**src/rtl/arb7_rr_sched.sv**
```systemverilog
// -----------------------------------------------------------------------------
// arb7_rr_sched
// Round-robin scheduler that shares one datapath resource among seven
// requesters. It drives the resource's 3-bit select code, where 0 means no
// owner and n (1..7) means requester n-1 owns the resource. It also drives a
// matching one-hot grant vector. A one-cycle GAP with no owner separates any
// two grants.
//
// Optional feature macro: ARB7_TIMEOUT_EN
//   defined   : an 8-bit hold counter force-ends a grant after MAX_HOLD cycles
//               and pulses tmo during the following GAP cycle
//   undefined : no counter is built, tmo is tied to 0, and grants are unbounded
//
// Parameters
//   MAX_HOLD  maximum consecutive grant cycles with the timeout (2..255)
//
// Ports
//   clk       clock, rising edge
//   rst_n     synchronous active-low reset
//   req[6:0]  request lines, req[k] belongs to requester k
//   rel       release strobe from the current owner (only honoured in GRANT)
//   gnt_code  owner code: 0 = none, k+1 = requester k
//   gnt[6:0]  one-hot grant, gnt[k] set iff gnt_code == k+1
//   busy      high while a grant is held
//   tmo       one-cycle pulse in the GAP after a timeout-ended grant
// -----------------------------------------------------------------------------
module arb7_rr_sched #(
   parameter int unsigned MAX_HOLD = 15
) (
   input  logic       clk,
   input  logic       rst_n,
   input  logic [6:0] req,
   input  logic       rel,
   output logic [2:0] gnt_code,
   output logic [6:0] gnt,
   output logic       busy,
   output logic       tmo
);

   typedef enum logic [1:0] {
      ST_IDLE  = 2'd0,
      ST_GRANT = 2'd1,
      ST_GAP   = 2'd2
   } state_t;

   // Catch an out-of-range hold limit at elaboration time.
   if (MAX_HOLD < 2 || MAX_HOLD > 255) begin : g_bad_max_hold
      $error("arb7_rr_sched: MAX_HOLD must be in 2..255");
   end

   // Round-robin search starting just after 'last' and wrapping 6 -> 0.
   // Returns {found, index}; 'last' itself is examined last.
   function automatic logic [3:0] pick_winner(input logic [6:0] r,
                                              input logic [2:0] last);
      logic [3:0] res;
      logic [2:0] idx;
      res = 4'd0;
      idx = last;
      for (int i = 0; i < 7; i++) begin
         idx = (idx == 3'd6) ? 3'd0 : idx + 3'd1;
         if (!res[3] && r[idx]) begin
            res = {1'b1, idx};
         end
      end
      return res;
   endfunction

   // One-hot expansion of a requester index; index 7 yields all zeros.
   function automatic logic [6:0] onehot7(input logic [2:0] idx);
      return 7'(8'd1 << idx);
   endfunction

   state_t     state_r, state_s;
   logic [2:0] owner_r, owner_s;
   logic [2:0] last_r,  last_s;
   logic [2:0] gnt_code_r, gnt_code_s;
   logic [6:0] gnt_r, gnt_s;
   logic       busy_r, busy_s;
   logic [3:0] win_s;
   logic       timeout_s;
   logic       end_s;

`ifdef ARB7_TIMEOUT_EN
   localparam logic [7:0] HOLD_LAST = 8'(MAX_HOLD - 1);
   logic [7:0] hold_r, hold_s;
   logic       tmo_r, tmo_s;

   // Grant is force-ended on the edge where the counter reaches MAX_HOLD-1.
   assign timeout_s = (state_r == ST_GRANT) && (hold_r == HOLD_LAST);
   assign tmo       = tmo_r;
`else
   assign timeout_s = 1'b0;
   assign tmo       = 1'b0;
`endif

   assign win_s = pick_winner(req, last_r);
   assign end_s = rel || !req[owner_r] || timeout_s;

   // Next-state and next-output decode.
   always_comb begin
      state_s    = state_r;
      owner_s    = owner_r;
      last_s     = last_r;
      gnt_code_s = gnt_code_r;
      gnt_s      = gnt_r;
      busy_s     = busy_r;
`ifdef ARB7_TIMEOUT_EN
      hold_s     = hold_r;
      tmo_s      = 1'b0;
`endif
      case (state_r)
         ST_IDLE, ST_GAP: begin
            if (win_s[3]) begin
               state_s    = ST_GRANT;
               owner_s    = win_s[2:0];
               gnt_code_s = win_s[2:0] + 3'd1;
               gnt_s      = onehot7(win_s[2:0]);
               busy_s     = 1'b1;
`ifdef ARB7_TIMEOUT_EN
               hold_s     = 8'd0;
`endif
            end else begin
               state_s    = ST_IDLE;
               gnt_code_s = 3'd0;
               gnt_s      = 7'd0;
               busy_s     = 1'b0;
            end
         end
         ST_GRANT: begin
            if (end_s) begin
               // rel and timeout together count as one release
               state_s    = ST_GAP;
               last_s     = owner_r;
               gnt_code_s = 3'd0;
               gnt_s      = 7'd0;
               busy_s     = 1'b0;
`ifdef ARB7_TIMEOUT_EN
               tmo_s      = timeout_s;
`endif
            end else begin
`ifdef ARB7_TIMEOUT_EN
               hold_s     = hold_r + 8'd1;
`endif
               state_s    = ST_GRANT;
            end
         end
         default: begin
            state_s    = ST_IDLE;
            gnt_code_s = 3'd0;
            gnt_s      = 7'd0;
            busy_s     = 1'b0;
         end
      endcase
   end

   // State and registered outputs; reset drops any grant with no GAP.
   always_ff @(posedge clk) begin
      if (!rst_n) begin
         state_r    <= ST_IDLE;
         owner_r    <= 3'd0;
         last_r     <= 3'd6;
         gnt_code_r <= 3'd0;
         gnt_r      <= 7'd0;
         busy_r     <= 1'b0;
`ifdef ARB7_TIMEOUT_EN
         hold_r     <= 8'd0;
         tmo_r      <= 1'b0;
`endif
      end else begin
         state_r    <= state_s;
         owner_r    <= owner_s;
         last_r     <= last_s;
         gnt_code_r <= gnt_code_s;
         gnt_r      <= gnt_s;
         busy_r     <= busy_s;
`ifdef ARB7_TIMEOUT_EN
         hold_r     <= hold_s;
         tmo_r      <= tmo_s;
`endif
      end
   end

   assign gnt_code = gnt_code_r;
   assign gnt      = gnt_r;
   assign busy     = busy_r;

endmodule
```
**config.mk**
```make
export PLATFORM = sky130hd
export DESIGN_NAME = arb7_rr_sched
export DESIGN_NICKNAME = d
export VERILOG_FILES = /design/src/rtl/arb7_rr_sched.sv
export SDC_FILE = /design/constraint.sdc
export NUM_CORES = 1
export LEC_CHECK = 0
export CORE_MARGIN = 2
export CORE_UTILIZATION = 42
export CTS_CLUSTER_SIZE = 24
export DETAILED_ROUTE_END_ITERATION = 10
export PLACE_DENSITY = 0.65
export SETUP_SLACK_MARGIN = 0.1
export SLEW_MARGIN = 5
export SYNTH_ARGS = -nofsm -noshare
export SYNTH_HDL_FRONTEND = slang
export SYNTH_SLANG_ARGS = --single-unit
```
**constraint.sdc**
```tcl
create_clock -name clk -period 2.91 [get_ports clk]
set_input_delay 0.291 -clock clk [delete_from_list [all_inputs] [get_ports clk]]
set_output_delay 0.291 -clock clk [all_outputs]
set_load 0.01 [all_outputs]
```
Yosys cells after proc, flatten, opt, wreduce, memory -nomap -nowiden
Index checks and enable logic that the tools add are counted.
{ "word_totals": {"in_bits": 10, "output_inout_bits": 12, "memories": 0, "ramBits": 0, "latch_bits": 0, "romBits": 0, "ff_bits": 19, "wordCells": 93} }
{ "classes": {"n_shift": 1, "n_lt_le_gt_ge": 8, "mul": 0, "mux": 42, "eq_ne": 10, "add_sub_neg": 8, "bitwise": 0, "div_mod_pow": 0, "n_reduce_logical": 18} }
{ "op_table": {"columns": ["op", "n"], "rows": [
  ["< comparator 3 x 4 -> 1 bit (second input constant)", 8],
  ["two-way mux 4 bit", 7],
  ["two-way mux 3 bit", 9],
  ["adder 3 x 1 -> 3 bit (second input constant)", 8],
  ["binary-select mux 1 bit (select 3 bit)", 8],
  ["== test 3 bit (second input constant)", 7],
  ["two-way mux 7 bit", 2],
  ["one-hot mux 7 bit (2 select lines)", 1],
  ["two-way mux 1 bit", 11],
  ["zero test 1 bit", 7],
  ["left shift 1 x 3 -> 7 bit (first input constant)", 1],
  ["logical AND 1 bit", 6],
  ["one-hot mux 3 bit (2 select lines)", 1],
  ["one-hot mux 2 bit (2 select lines)", 1],
  ["AND reduction 2 bit", 2],
  ["== test 2 x 1 -> 1 bit (second input constant)", 1],
  ["== test 2 bit (second input constant)", 1],
  ["zero test 2 bit", 1],
  ["two-way mux 2 bit", 1],
  ["inequality test 2 bit (second input constant)", 1],
  ["one-hot mux 1 bit (2 select lines)", 1],
  ["OR reduction 2 bit", 1],
  ["logical OR 1 bit", 1]
]} }

Depth between registers and ports, before layout
{ "depth": {"word_depth": 26, "depth_mapped": 15, "ltp_nobuf": 12} }

Least setup slack after synthesis
No wires, ideal clock.
{ "synth_timing": {"path_type": "register to register", "startpoint": "reg last_r[2]", "endpoint": "reg gnt_code_r[2] (netlist: gnt_code[2])", "period_less_slack_ns": 2.884, "stages_incl_launch_ff": 16, "path_buffers": 3, "setup_slack_ns": 0.026, "setup_ns": 0.119, "arrival_ns": 2.765, "cell_sequence": "dfxtp_1 buf_6 buf_4 buf_2 nand3_1 o21ai_0 nor3_1 and3_1 o21ai_0 a211oi_1 nor2_1 ha_1 ha_1 inv_1 a22oi_1 nor2_1"} }
{ "synth_via": {"elab_chain_len": 26} }
{ "synth_rtl": {"columns": ["item", "line_no", "source"], "rows": [
  ["start, declared", "75", "logic [2:0] last_r, last_s;"],
  ["start signal, assigned", "172", "last_r <= last_s;"],
  ["adder 3 x 1 -> 3 bit / == test 3 bit (equally long branches)", "60", "idx = (idx == 3'd6) ? 3'd0 : idx + 3'd1;"],
  ["two-way mux 3 bit *", "60", null],
  ["branches (longest 20 deep; another with adder 3 x 1 -> 3 bit)", null, null],
  ["two-way mux 4 bit *", "61", "if (!res[3] && r[idx]) begin"],
  ["via win_s[1]", "79", "logic [3:0] win_s;"],
  ["adder 3 x 1 -> 3 bit *", "116", "gnt_code_s = win_s[2:0] + 3'd1;"],
  ["two-way mux 3 bit *", "113", "if (win_s[3]) begin"],
  ["one-hot mux 3 bit (2 select lines) *", "111", "case (state_r)"],
  ["end signal, assigned", "173", "gnt_code_r <= gnt_code_s;"],
  ["end, declared", "76", "logic [2:0] gnt_code_r, gnt_code_s;"]
]} }
Mark *: on every way through the listed nets, which the timed path passes. The select of a mux whose other input is x is not followed.
A chain may end at the register's enable or synchronous reset.

Worst setup path after layout
{ "layout_timing": {"startpoint": "reg last_r[0]", "endpoint": "reg gnt_code_r[2] (netlist: gnt_code[2])"} }
{ "layout_via": {"elab_chain_len": 26} }
{ "layout_rtl": {"columns": ["item", "line_no"], "rows": [
  ["adder 3 x 1 -> 3 bit / == test 3 bit (equally long branches)", "60"],
  ["two-way mux 3 bit *", "60"],
  ["branches (longest 20 deep; another with adder 3 x 1 -> 3 bit)", null],
  ["two-way mux 4 bit *", "61"],
  ["adder 3 x 1 -> 3 bit", "116"],
  ["two-way mux 3 bit *", "113"],
  ["one-hot mux 3 bit (2 select lines) *", "111"]
]} }
Mark *: on every way between the ends. The select of a mux whose other input is x is not followed.

==> reports/results.ini <==
[synthesis]
synth_top_family_by_area=compound AO/OA/AOI/OAI gates
ys_types=63
synth_edf_count=0
ys_seq_area_frac=0.209
yosys-top-cells-area=dfxtp_1 (21%), mux2i_1 (7.7%), nor2_1 (5.8%)
synth-simple-area-share=0.268
synth-compound-area-share=0.324
async_flop_share=0
synthMuxAreaShare=0.0892
synth-xor-area-share=0
synth-main-ff-cell=dfxtp_1
synth-seq-cells=19
synth_nets=251
synthCells=236
yosysWarnings=0
synth_top_area_frac=0.209
synth.cell_area_sq_um=1820
avgSynthCellArea_sq_um=7.72
synth_top_cell_by_area=dfxtp_1
synth_fa_ha_area_frac=0.0343

[timing]
slew_headroom=0.664
fin_ws_ps=-189
setup_tns_ps=-799
tightest_slew_ps=500
rsz0062_at_grt=true
layout_min_cycle_time_ps=3100
hold_slack_ps=445
skew_ps=4.60
finalHoldViolCount=0
post-route-period-util=1.07
fmax_mhz=323
setup_viol=9
drv_slew=0

[grt]
grt_start_max_net_pins=12
grt_first_pass_wirelength_um=11300
grt_usage=0.285
globalRoute.totalOverflow=0
antenna_found_initial=0
first_global_vias=2333

[finish]
fin_area_sq_um=3300
drive_gt1_frac=0.477
final_common_cell=buf_4
final_cell_mix=buf_4 (85), nor2_1 (22), nand2_1 (18)
instances_no_fill=398
n_antenna_cell=0
post-route-util=0.807
fillers=240
areaGrowthSynthToFinish_pct=81.0
nNetsFinal=364

[worst_setup_path]
crit_arrival_ps=3250
start_kind=register
worst-path-max-fanout=5
timing_worst_setup_path_type=reg -> reg
critPathCaptureType=register
worst_ep_required_time_ps=3060

[power]
p_switching_uw=905
powerDensity_nw_per_um2=654
cellLeakagePower_nw=1.41
finalPower_mw=2.16
max-vdd-ir-drop_mv=0.716
p_clk_frac=0.084
p_int_mw=1.25
p_sw_frac=0.420
pwr-share-seq=0.173
comb_power_share=0.743

[detailed_routing]
vias_per_cell=6.29
wl_per_cell_um=19.8
drt_wl_total_um=7890
dr.pass1.iters=5
drc=0
drt.antenna.violating_nets=0
dr_total_vias=2505
drtIter0Drc=225

[cts]
clock_sinks=19
clkSlewWorstSetupHoldPaths_ps=70
cts_buffers=3
htreeDepth=1
clock_latency_ps=260
cts-root-buf=clkbuf_8
cts_tree=done
clockBufferDepth=2
hold_buffers=0

[floorplan]
die-width_um=69.9
die_area_sq_um=4880
initial_core_util=0.446
core-area_sq_um=4090
die_h_um=69.9
rows=23
ioPinCount=22

[flow_run]
maxCapViolCount=0

[place]
place_hpwl_um=4850
dp_slack_ps=-420
dpl_cell_area_sq_um=2610
globalplace.congestion=0.984
dpl.cell_count=368
io_buffer_count=20

[min_path]
min_path_type=reg -> reg

[run_status]
violations=setup timing
outcome=finished, violations left

[layer usage]
layer / up-vias / global-route usage / wire (um)
li1: 1121 / - / -
met1: 1179 / 0.353 / 3120
met2: 160 / 0.504 / 3750
met3: 45 / 0.0274 / 609
met4: 0 / 0.118 / 412
met5: - / 0 / 0
[cells in the mapped netlist (3+ instances only)]
cell and n:
a21o_1 4, o21ai_0 16, nor2_1 28, nand2_1 18, buf_6 4, a32o_1 4, mux2i_1 14, ha_1 5
nand2b_1 7, buf_4 3, o211ai_1 6, or2_2 4, nor2b_1 5, buf_2 3, nor3_1 7, a22oi_1 3
o211a_1 3, dfxtp_1 19, nand3_1 8, or3_1 4, a21oi_1 7, inv_1 7, and3_1 3, clkbuf_1 5
[worst paths after layout]
kind,startpoint,endpoint,slack (ps),cells past startpoint
worst max-delay path,last_r[0],gnt_code[2],-190,15
worst min-delay path,gnt[6],gnt[6],440,2
worst max register to register,last_r[0],gnt_code[2],-190,15
worst min register to register,gnt[6],gnt[6],440,2
[registers in the layout (all words and copies together), names as in the netlist]
signal / flops
state_r: 2
last_r: 3
owner_r: 3
gnt: 7
gnt_code: 3
busy: 1
[what timing repair did]
item | 4_1_cts | 5_1_grt
gates resized for setup | 55 | 40
gates cloned | 2 | 0
buffers inserted | 18 | 6
endpoints found under the setup margin | 15 | 14
pin swaps | 15 | 19
[logic make-up (layout without fill, tap and decap cells)]
group                      after synthesis  count (layout)
buffers and inverters                   24             136
and+or+nand+nor                         96              96
AOI/OAI and AO/OA                       76              76
DFF                                     19              19
other                                    1               1
adders and majority gates                5               5
muxes                                   15              15
[critical path, cell delays in order, from the launching register on]
cell      delay, ps
dfxtp_4         390
buf_12          140
nor2b_4         120
buf_6           110
a221o_1         360
o211ai_1        420
buf_4           220
buf_6            90
nor2_1           40
a221oi_2        340
buf_4           180
o32ai_4         100
ha_4            280
inv_2            30
a22oi_2         100
nor2_1           70
[area by class of cell]
cell class / instances / area, sq um / share of cell area
flip-flops and latches: 19 / 392 / 0.119
well taps: 50 / 62.6 / 0.0190
clock buffers: 3 / 41.3 / 0.0125
clock inverters: 1 / 5.00 / 0.00152
inverters: 9 / 36.3 / 0.0110
multi-input cells: 193 / 1670 / 0.505
repair buffers: 123 / 1100 / 0.332
[power groups by stage]
stage	Sequential, mW	Combinational, mW	Clock, mW
final	0.373	1.60	0.182
after global routing	0.380	1.68	0.195
after CTS	0.370	1.36	0.186
after detailed placement	0.374	1.10	0
after global placement	0.372	1.09	0
after floorplan	0.374	0.592	0
Note: power is estimated with default switching activity, not from simulation.
